==> src/rtl/tron_score_pkg.sv <==
// Shared encodings for the Tron round/score tracker.
// Latency: n/a (type and constant definitions only).
// Backpressure: n/a.
package tron_score_pkg;

    // Top-level game-state encodings driven by the game-state controller.
    localparam logic [2:0] GS_MENU = 3'd1;
    localparam logic [2:0] GS_PLAY = 3'd2;

    // Round/score FSM states.
    typedef enum logic [1:0] {
        IDLE = 2'd0,
        PLAY = 2'd1,
        HOLD = 2'd2,
        OVER = 2'd3
    } sb_state_t;

endpackage

==> src/rtl/score_counter.sv <==
// Saturating per-player score counter with synchronous clear and increment enable.
// Latency: count updates on the clock edge after inc/clr; clr wins over inc.
// Backpressure: none; increments at the ceiling are silently dropped.
module score_counter #(
    parameter int SCORE_W = 2
) (
    input  logic               clk,
    input  logic               rst_n,
    input  logic               clr,
    input  logic               inc,
    output logic [SCORE_W-1:0] count
);

    localparam logic [SCORE_W-1:0] MAX_COUNT = '1;

    // Count up on inc, stick at the ceiling, clear on request.
    always_ff @(posedge clk or negedge rst_n) begin
        if (!rst_n) begin
            count <= '0;
        end else if (clr) begin
            count <= '0;
        end else if (inc && (count != MAX_COUNT)) begin
            count <= count + 1'b1;
        end
    end

endmodule

==> src/rtl/round_scoreboard.sv <==
// N-player Tron round/score tracker: crash edge detect, survivor scoring, round hold, match winner.
// Latency: score at t+1 after a crash rise, winner/match_over at t+2, reset_round at t+2 (+HOLD_CYCLES with ROUND_HOLD_EN).
// Backpressure: none; rises outside PLAY or after the first one in a round are ignored.
module round_scoreboard
    import tron_score_pkg::*;
#(
    parameter int NUM_PLAYERS = 2,
    parameter int SCORE_W     = 2,
    parameter int WIN_SCORE   = 3,
    parameter int HOLD_CYCLES = 50_000_000
) (
    input  logic                           Clk,
    input  logic                           Reset_n,
    input  logic [2:0]                     Game_State,
    input  logic [NUM_PLAYERS-1:0]         crash,
    output logic [NUM_PLAYERS*SCORE_W-1:0] score,
    output logic                           reset_round,
    output logic                           round_active,
    output logic [NUM_PLAYERS-1:0]         winner,
    output logic                           match_over
);

    localparam logic [SCORE_W-1:0] WIN_VALUE = SCORE_W'(WIN_SCORE);

    // Reject parameter sets the scoring logic cannot represent.
    if ((NUM_PLAYERS < 2) || (NUM_PLAYERS > 4) || (WIN_SCORE < 1) ||
        (WIN_SCORE > ((1 << SCORE_W) - 1)) || (HOLD_CYCLES < 1)) begin : g_param_check
        $error("round_scoreboard: illegal parameter combination");
    end

    sb_state_t              state;
    sb_state_t              state_nxt;
    logic [NUM_PLAYERS-1:0] crash_q;
    logic [NUM_PLAYERS-1:0] rise;
    logic [NUM_PLAYERS-1:0] win_mask;
    logic [NUM_PLAYERS-1:0] score_inc;
    logic                   menu;
    logic                   gs_play;
    logic                   any_rise;
    logic                   all_crash;
    logic                   round_end;
    logic                   award;
    logic                   any_win;
    logic                   hold_first;
    logic                   rr_nxt;
    logic                   win_set;

`ifdef ROUND_HOLD_EN
    localparam int HOLD_W = (HOLD_CYCLES > 1) ? $clog2(HOLD_CYCLES) : 1;
    localparam logic [HOLD_W-1:0] HOLD_LOAD = HOLD_W'(HOLD_CYCLES - 1);

    logic [HOLD_W-1:0] hold_cnt;
    logic              cnt_load;
`endif

    assign menu      = (Game_State == GS_MENU);
    assign gs_play   = (Game_State == GS_PLAY);
    assign rise      = crash & ~crash_q;
    assign any_rise  = |rise;
    assign all_crash = &crash;

    // First rise of the round ends it; a simultaneous all-player crash is a draw.
    assign round_end = !menu && (state == PLAY) && any_rise;
    assign award     = round_end && !all_crash;
    assign score_inc = award ? ~crash : '0;

    assign round_active = (state == PLAY);
    assign match_over   = (state == OVER);

    genvar gi;
    generate
        for (gi = 0; gi < NUM_PLAYERS; gi++) begin : g_player
            score_counter #(
                .SCORE_W (SCORE_W)
            ) u_score (
                .clk   (Clk),
                .rst_n (Reset_n),
                .clr   (menu),
                .inc   (score_inc[gi]),
                .count (score[gi*SCORE_W +: SCORE_W])
            );

            assign win_mask[gi] = (score[gi*SCORE_W +: SCORE_W] >= WIN_VALUE);
        end
    endgenerate

    assign any_win = |win_mask;

    // Next-state, reset_round request and winner latch decision.
    always_comb begin
        state_nxt = state;
        rr_nxt    = 1'b0;
        win_set   = 1'b0;
`ifdef ROUND_HOLD_EN
        cnt_load  = 1'b0;
`endif
        if (menu) begin
            state_nxt = IDLE;
        end else begin
            case (state)
                IDLE: begin
                    if (gs_play) begin
                        state_nxt = PLAY;
                    end
                end
                PLAY: begin
                    if (any_rise) begin
                        state_nxt = HOLD;
                    end else if (!gs_play) begin
                        state_nxt = IDLE;
                    end
                end
                HOLD: begin
                    if (hold_first) begin
                        // Scores updated last cycle; a win short-circuits the pause.
                        if (any_win) begin
                            state_nxt = OVER;
                            rr_nxt    = 1'b1;
                            win_set   = 1'b1;
                        end else begin
`ifdef ROUND_HOLD_EN
                            cnt_load = 1'b1;
`else
                            rr_nxt   = 1'b1;
`endif
                        end
                    end else begin
`ifdef ROUND_HOLD_EN
                        if (hold_cnt == '0) begin
                            rr_nxt    = 1'b1;
                            state_nxt = gs_play ? PLAY : IDLE;
                        end
`else
                        // Without the pause, the arena reset pulse is already out.
                        state_nxt = gs_play ? PLAY : IDLE;
`endif
                    end
                end
                OVER: begin
                    state_nxt = OVER;
                end
                default: begin
                    state_nxt = IDLE;
                end
            endcase
        end
    end

    // FSM state register.
    always_ff @(posedge Clk or negedge Reset_n) begin
        if (!Reset_n) begin
            state <= IDLE;
        end else begin
            state <= state_nxt;
        end
    end

    // Crash history, round-end marker, reset_round pulse and winner latch.
    always_ff @(posedge Clk or negedge Reset_n) begin
        if (!Reset_n) begin
            crash_q     <= '0;
            hold_first  <= 1'b0;
            reset_round <= 1'b0;
            winner      <= '0;
        end else begin
            crash_q     <= menu ? '0 : crash;
            hold_first  <= round_end;
            reset_round <= rr_nxt;
            if (menu) begin
                winner <= '0;
            end else if (win_set) begin
                winner <= win_mask;
            end
        end
    end

`ifdef ROUND_HOLD_EN
    // Round-over pause down-counter, loaded once the winner check has passed.
    always_ff @(posedge Clk or negedge Reset_n) begin
        if (!Reset_n) begin
            hold_cnt <= '0;
        end else if (menu) begin
            hold_cnt <= '0;
        end else if (cnt_load) begin
            hold_cnt <= HOLD_LOAD;
        end else if ((state == HOLD) && !hold_first && (hold_cnt != '0)) begin
            hold_cnt <= hold_cnt - 1'b1;
        end
    end
`endif

endmodule

==> config.mk <==
export PLATFORM = sky130hd
export DESIGN_NAME = round_scoreboard
export DESIGN_NICKNAME = d
export VERILOG_FILES = /design/src/rtl/tron_score_pkg.sv /design/src/rtl/score_counter.sv /design/src/rtl/round_scoreboard.sv
export SDC_FILE = /design/constraint.sdc
export NUM_CORES = 1
export LEC_CHECK = 0
export BUFFER_PORTS_ARGS = -buffer_cell sky130_fd_sc_hd__buf_2
export CORE_MARGIN = 2
export CORE_UTILIZATION = 45
export DETAILED_ROUTE_END_ITERATION = 7
export MAX_ROUTING_LAYER = met4
export PLACE_DENSITY = 0.7
export SLEW_MARGIN = 5
export SYNTH_ARGS = -nofsm -noshare
export SYNTH_HDL_FRONTEND = slang
export SYNTH_SLANG_ARGS = --single-unit
export TNS_END_PERCENT = 5
==> constraint.sdc <==
create_clock -name Clk -period 1.7 [get_ports Clk]
set_input_delay 0.17 -clock Clk [delete_from_list [all_inputs] [get_ports Clk]]
set_output_delay 0.17 -clock Clk [all_outputs]
set_load 0.01 [all_outputs]
Word-level counts from Yosys, hierarchy flattened. Cells that the tools add are included.

Logic and storage cells: 62. Bits of input ports: 7. Output and inout port bits: 9. Bits in registers: 12.

Add/subtract/negate cells: 2. Bitwise gates (word level): 3. Eq/ne operators: 10. Muxes and demuxes: 23. $lt $le $gt $ge: 2. Reductions and logical operators: 15.

Operators by type and width (number): $mux W2 (14); $mux W1 (8); $pmux W2 S4 (1); $reduce_bool A2 Y1 (3); $logic_and A1 B1 Y1 (5); $add A2 B1 Y2 const B (2); $eq A2 B2 Y1 const B (2); $ge A2 B2 Y1 const B (2); $ne A2 B2 Y1 const B (2); $ne A4 B3 Y1 const B (1); $ne A4 B4 Y1 const B (1); $not A2 Y2 (2); $reduce_or A2 Y1 (2); $eq A3 B1 Y1 const B (1); $eq A3 B2 Y1 const B (1); $ne A3 B3 Y1 const B (1); $reduce_and A3 Y1 (1); $and A2 B2 Y2 (1); $eq A2 B1 Y1 const B (1); $logic_not A1 Y1 (2); $logic_not A2 Y1 (1); $reduce_and A2 Y1 (1).

Longest topological paths before layout.
Depth after elaboration: 9. Depth in mapped cells: 4. Gate-level depth less buffers: 4.

Cells and area by module. From an unflattened synthesis, not the netlist that was laid out.

Cell total of the unflattened synthesis: 63. Area total of the unflattened synthesis: 665.6 sq um.

Modules (own cells, without submodules): round_scoreboard (cells each 43, sequential area each 200.2 sq um, instances 1, area an instance 417.9 sq um); score_counter (cells each 10, sequential area each 50.0 sq um, instances 2, area an instance 123.9 sq um).

Worst setup path after synthesis. No wires, ideal clock.

Path type: reg2reg. Start: reg g_player[1].u_score.count[0]. End: reg g_player[1].u_score.count[1]. Path buffers: 0. Library setup time: 0.132 ns. Required time: 1.568 ns. Slack: 0.342 ns. Arrival: 1.226 ns. Cell stages (with the launch flop): 5. Clock period less this slack: 1.358 ns. Cells stage by stage: dfrtp_1 > ha_1 > nor4_4 > mux2i_1 > nor2_1.

Word-level cells in the longest chain between the ends: 3. Elaborated cells on any way between the ends: 6. Those cells by class: 1 x add/sub; 1 x eq/ne; 2 x mux; 2 x reduce/logical.

Ends and longest elaborated chain: start, declared (line score_counter.sv:11) `output logic [SCORE_W-1:0] count`; start signal, assigned (line score_counter.sv:23) `count <= count + 1'b1;`; $add A2 B1 Y2 / $ne A2 B2 Y1 (equally long branches) (line score_counter.sv:23, score_counter.sv:22); $mux W2 / $logic_and A1 B1 Y1 (equally long branches) (line score_counter.sv:22) `end else if (inc && (count != MAX_COUNT)) begin`; $mux W2 / $reduce_bool A2 Y1 (equally long branches).

Parallel ways exist; a longest one is shown, timed or not. The select of a mux whose other input is x is not followed. A chain may end at the register's enable or synchronous reset.

Final worst setup path.
Start: reg state[0]. End: reg state[0].

Word-level cells in the longest chain between the ends: 3. Elaborated cells on any way between the ends: 10. Those cells by class: 6 x eq/ne; 2 x mux; 2 x reduce/logical.

Ends and longest elaborated chain: start, declared (line round_scoreboard.sv:31) `sb_state_t state;`; start signal, assigned (line round_scoreboard.sv:154) `state <= state_nxt;`; $eq A2 B2 Y1, or another cell as far along (line round_scoreboard.sv:100) `case (state)`; $ne A4 B4 Y1 (no source line), or another cell as far along; $reduce_and A3 Y1 (no source line) / $mux W2 (equally long branches).

Parallel ways exist; a longest one is shown, timed or not.

==> flow_metrics.tcl <==
set metrics [dict create \
    min_to "crash_q[0]" \
    routed_wl_um 1120 \
    die_y_um 41.2 \
    grt_remaining_overflow 0 \
    hold_depth 2 \
    dp_hpwl_um 854 \
    first_pass_iters 2 \
    multi_input_area_um2 312 \
    drive_gt1_share_pct 32.1 \
    grt_pass1_wl_um 1730 \
    areaGrowthSynthToFinish_pct 20.9 \
    r2r_start "state[0]" \
    finalHoldViolCount 0 \
    hold_path.class "in2reg" \
    path_class "reg2reg" \
    place_congestion 0.708 \
    ctsResizeCount 0 \
    fin_worst_skew_ps 4.75 \
    async_reset_ff_share_pct 100 \
    root_buffer "clkbuf_4" \
    status "complete, no violations" \
    antenna-diode-count 0 \
    ios 16 \
    drtIter0Drc 2 \
    setup_viol 0 \
    finalMaxSlewViolations 0 \
    track_usage_pct 16.8 \
    die_w_um 41.2 \
    cts_tree "built" \
    cts-htree-levels 1 \
    final_cell_mix "15 x buf_2, 12 x dfrtp_1, 8 x nor2_1" \
    wire_per_inst_um 12.1 \
    syn_area_per_cell_um2 10.6 \
    min_from "crash[0]" \
    avgViaCountPerCell 5.19 \
    synthFlopType "dfrtp_1" \
    clk_path_buf_depth 2 \
    period_minus_slack_ps 1410 \
    start_util_pct 47.9 \
    power_density_nw_per_um2 1030 \
    cp-end-kind "register" \
    dr_total_vias 483 \
    placementRows 13 \
    cts_buffers 3 \
    synth_seq_cells 12 \
    synth_edf_count 0 \
    drtAntennaViolNets 0 \
    crit_path_start_kind "register" \
    synthCells 59 \
    die-area_um2 1700 \
    final_common_cell "buf_2" \
    portBuffers 15 \
    worst_pin_slew_ps 276 \
    antenna_found_initial 0 \
    n_fill_cell 131 \
    grt_pass1_vias 424 \
    synth_area_um2 623 \
    core_um2 1300 \
    dp_slack_ps 307 \
    synth_cell_types 23 \
    cts_setup_buffers 0 \
    rr_endpoint "state[0]" \
    tns_ps 0 \
    fin_nets 89 \
    clk_latency_ps 270 \
    rsz0062_at_grt "false" \
    maxCapViolCount 0 \
    regArea_um2 300 \
    power.leakage_uw 0.000385 \
    syn_nets 68 \
    clock.fmax_mhz 708 \
    ir_drop_v 0.000475 \
    postCtsHoldBufs 1 \
    fin_ws_ps 287 \
    rrSetupSlack_ps 290 \
    fin_crit_sh_pct 83.1 \
    cp_data_arrival_time_ps 1570 \
    synth_seq_area_share_pct 48.2 \
    worstPathRequired_ps 1860 \
    clk_pin_slew_ps 70 \
    cp_max_fo 6 \
    timing.hold.ws_ps 192 \
    drc 0 \
    cts.sink_count 12 \
    ff2ff_path_depth 4 \
    slew-limit-headroom_pct 81.5 \
    ys_warn_count 0 \
    grt_max_degree 13 \
]
flip-flops by register name, summed over array words and instances, names as in the netlist:
signal	flops
g_player.u_score.count	4
crash_q	2
state	2
winner	2
hold_first	1
reset_round	1
through the flow:
stage               util (%)  cell area [um2]  total power, uW  std cells
floorplan                  -              623              527         59
global placement        55.4              721              601         89
detailed placement      55.4              721              607         89
CTS                     57.9              753              779         93
global route            57.9              753              824         93
finish                  57.9              753              772         93
logic make-up (layout without fill, tap and decap cells):
logic type	count (synthesis)	after routing	synth area share, %
AO/OA/AOI/OAI	9	9	9.64
XOR/XNOR	3	3	4.22
adder cells (fa/ha/maj)	2	2	4.02
buffers and inverters	3	22	1.81
flip-flops	12	12	48.2
multiplexers	2	2	3.21
AND/OR/NAND/NOR	28	28	28.9
synth_stat cells (2+ instances only):
cell      count  area (um2)
a21oi_1       5        25.0
dfrtp_1      12         300
ha_1          2        25.0
inv_1         2        7.51
mux2i_1       2        20.0
nand2_1       7        26.3
nand2b_1      2        12.5
nor2_1        8        30.0
nor2b_1       3        18.8
nor4_4        2        42.5
xnor2_1       2        17.5
layer usage:
layer	GRT usage (%)	vias to the layer above	wire, um
li1	-	239	-
met1	19.7	228	518
met2	26.6	13	528
met3	4.89	3	54
met4	7.26	0	21
met5	-	-	0
worst max path at each step:
stage                            startpoint                           end  slack (ps)  cells after the start
4_1_cts                            state[0]                      state[0]         290                      4
5_1_grt                            state[0]                      state[0]         220                      4
2_1_floorplan  g_player[1].u_score.count[0]  g_player[1].u_score.count[1]         340                      4
3_3_place_gp                       state[0]                      state[0]         290                      4
3_5_place_dp                       state[0]                      state[0]         310                      4
6_report                           state[0]                      state[0]         290                      4
power breakdown:
part | total, uW | internal, uW | switching (uW)
registers | 378 | 331 | 46.5
clock network | 171 | 81.9 | 89.0
logic | 224 | 106 | 118
total | 772 | 519 | 253
critical path, cell delays in order (launching register included):
cell and delay (ps):
dfrtp_1 430, or3b_1 420, a21oi_1 200, a2111oi_2 50, a41o_1 200
cell type report:
| type | count | area share (%) |
|---|---|---|
| timing repair buffer | 17 | 12.3 |
| inverter | 2 | 0.997 |
| clock buffer | 3 | 2.99 |
| tap | 15 | 2.49 |
| sequential | 12 | 39.9 |
| multi-input combinational | 44 | 41.4 |
Note: power is estimated with default switching activity, not from simulation.
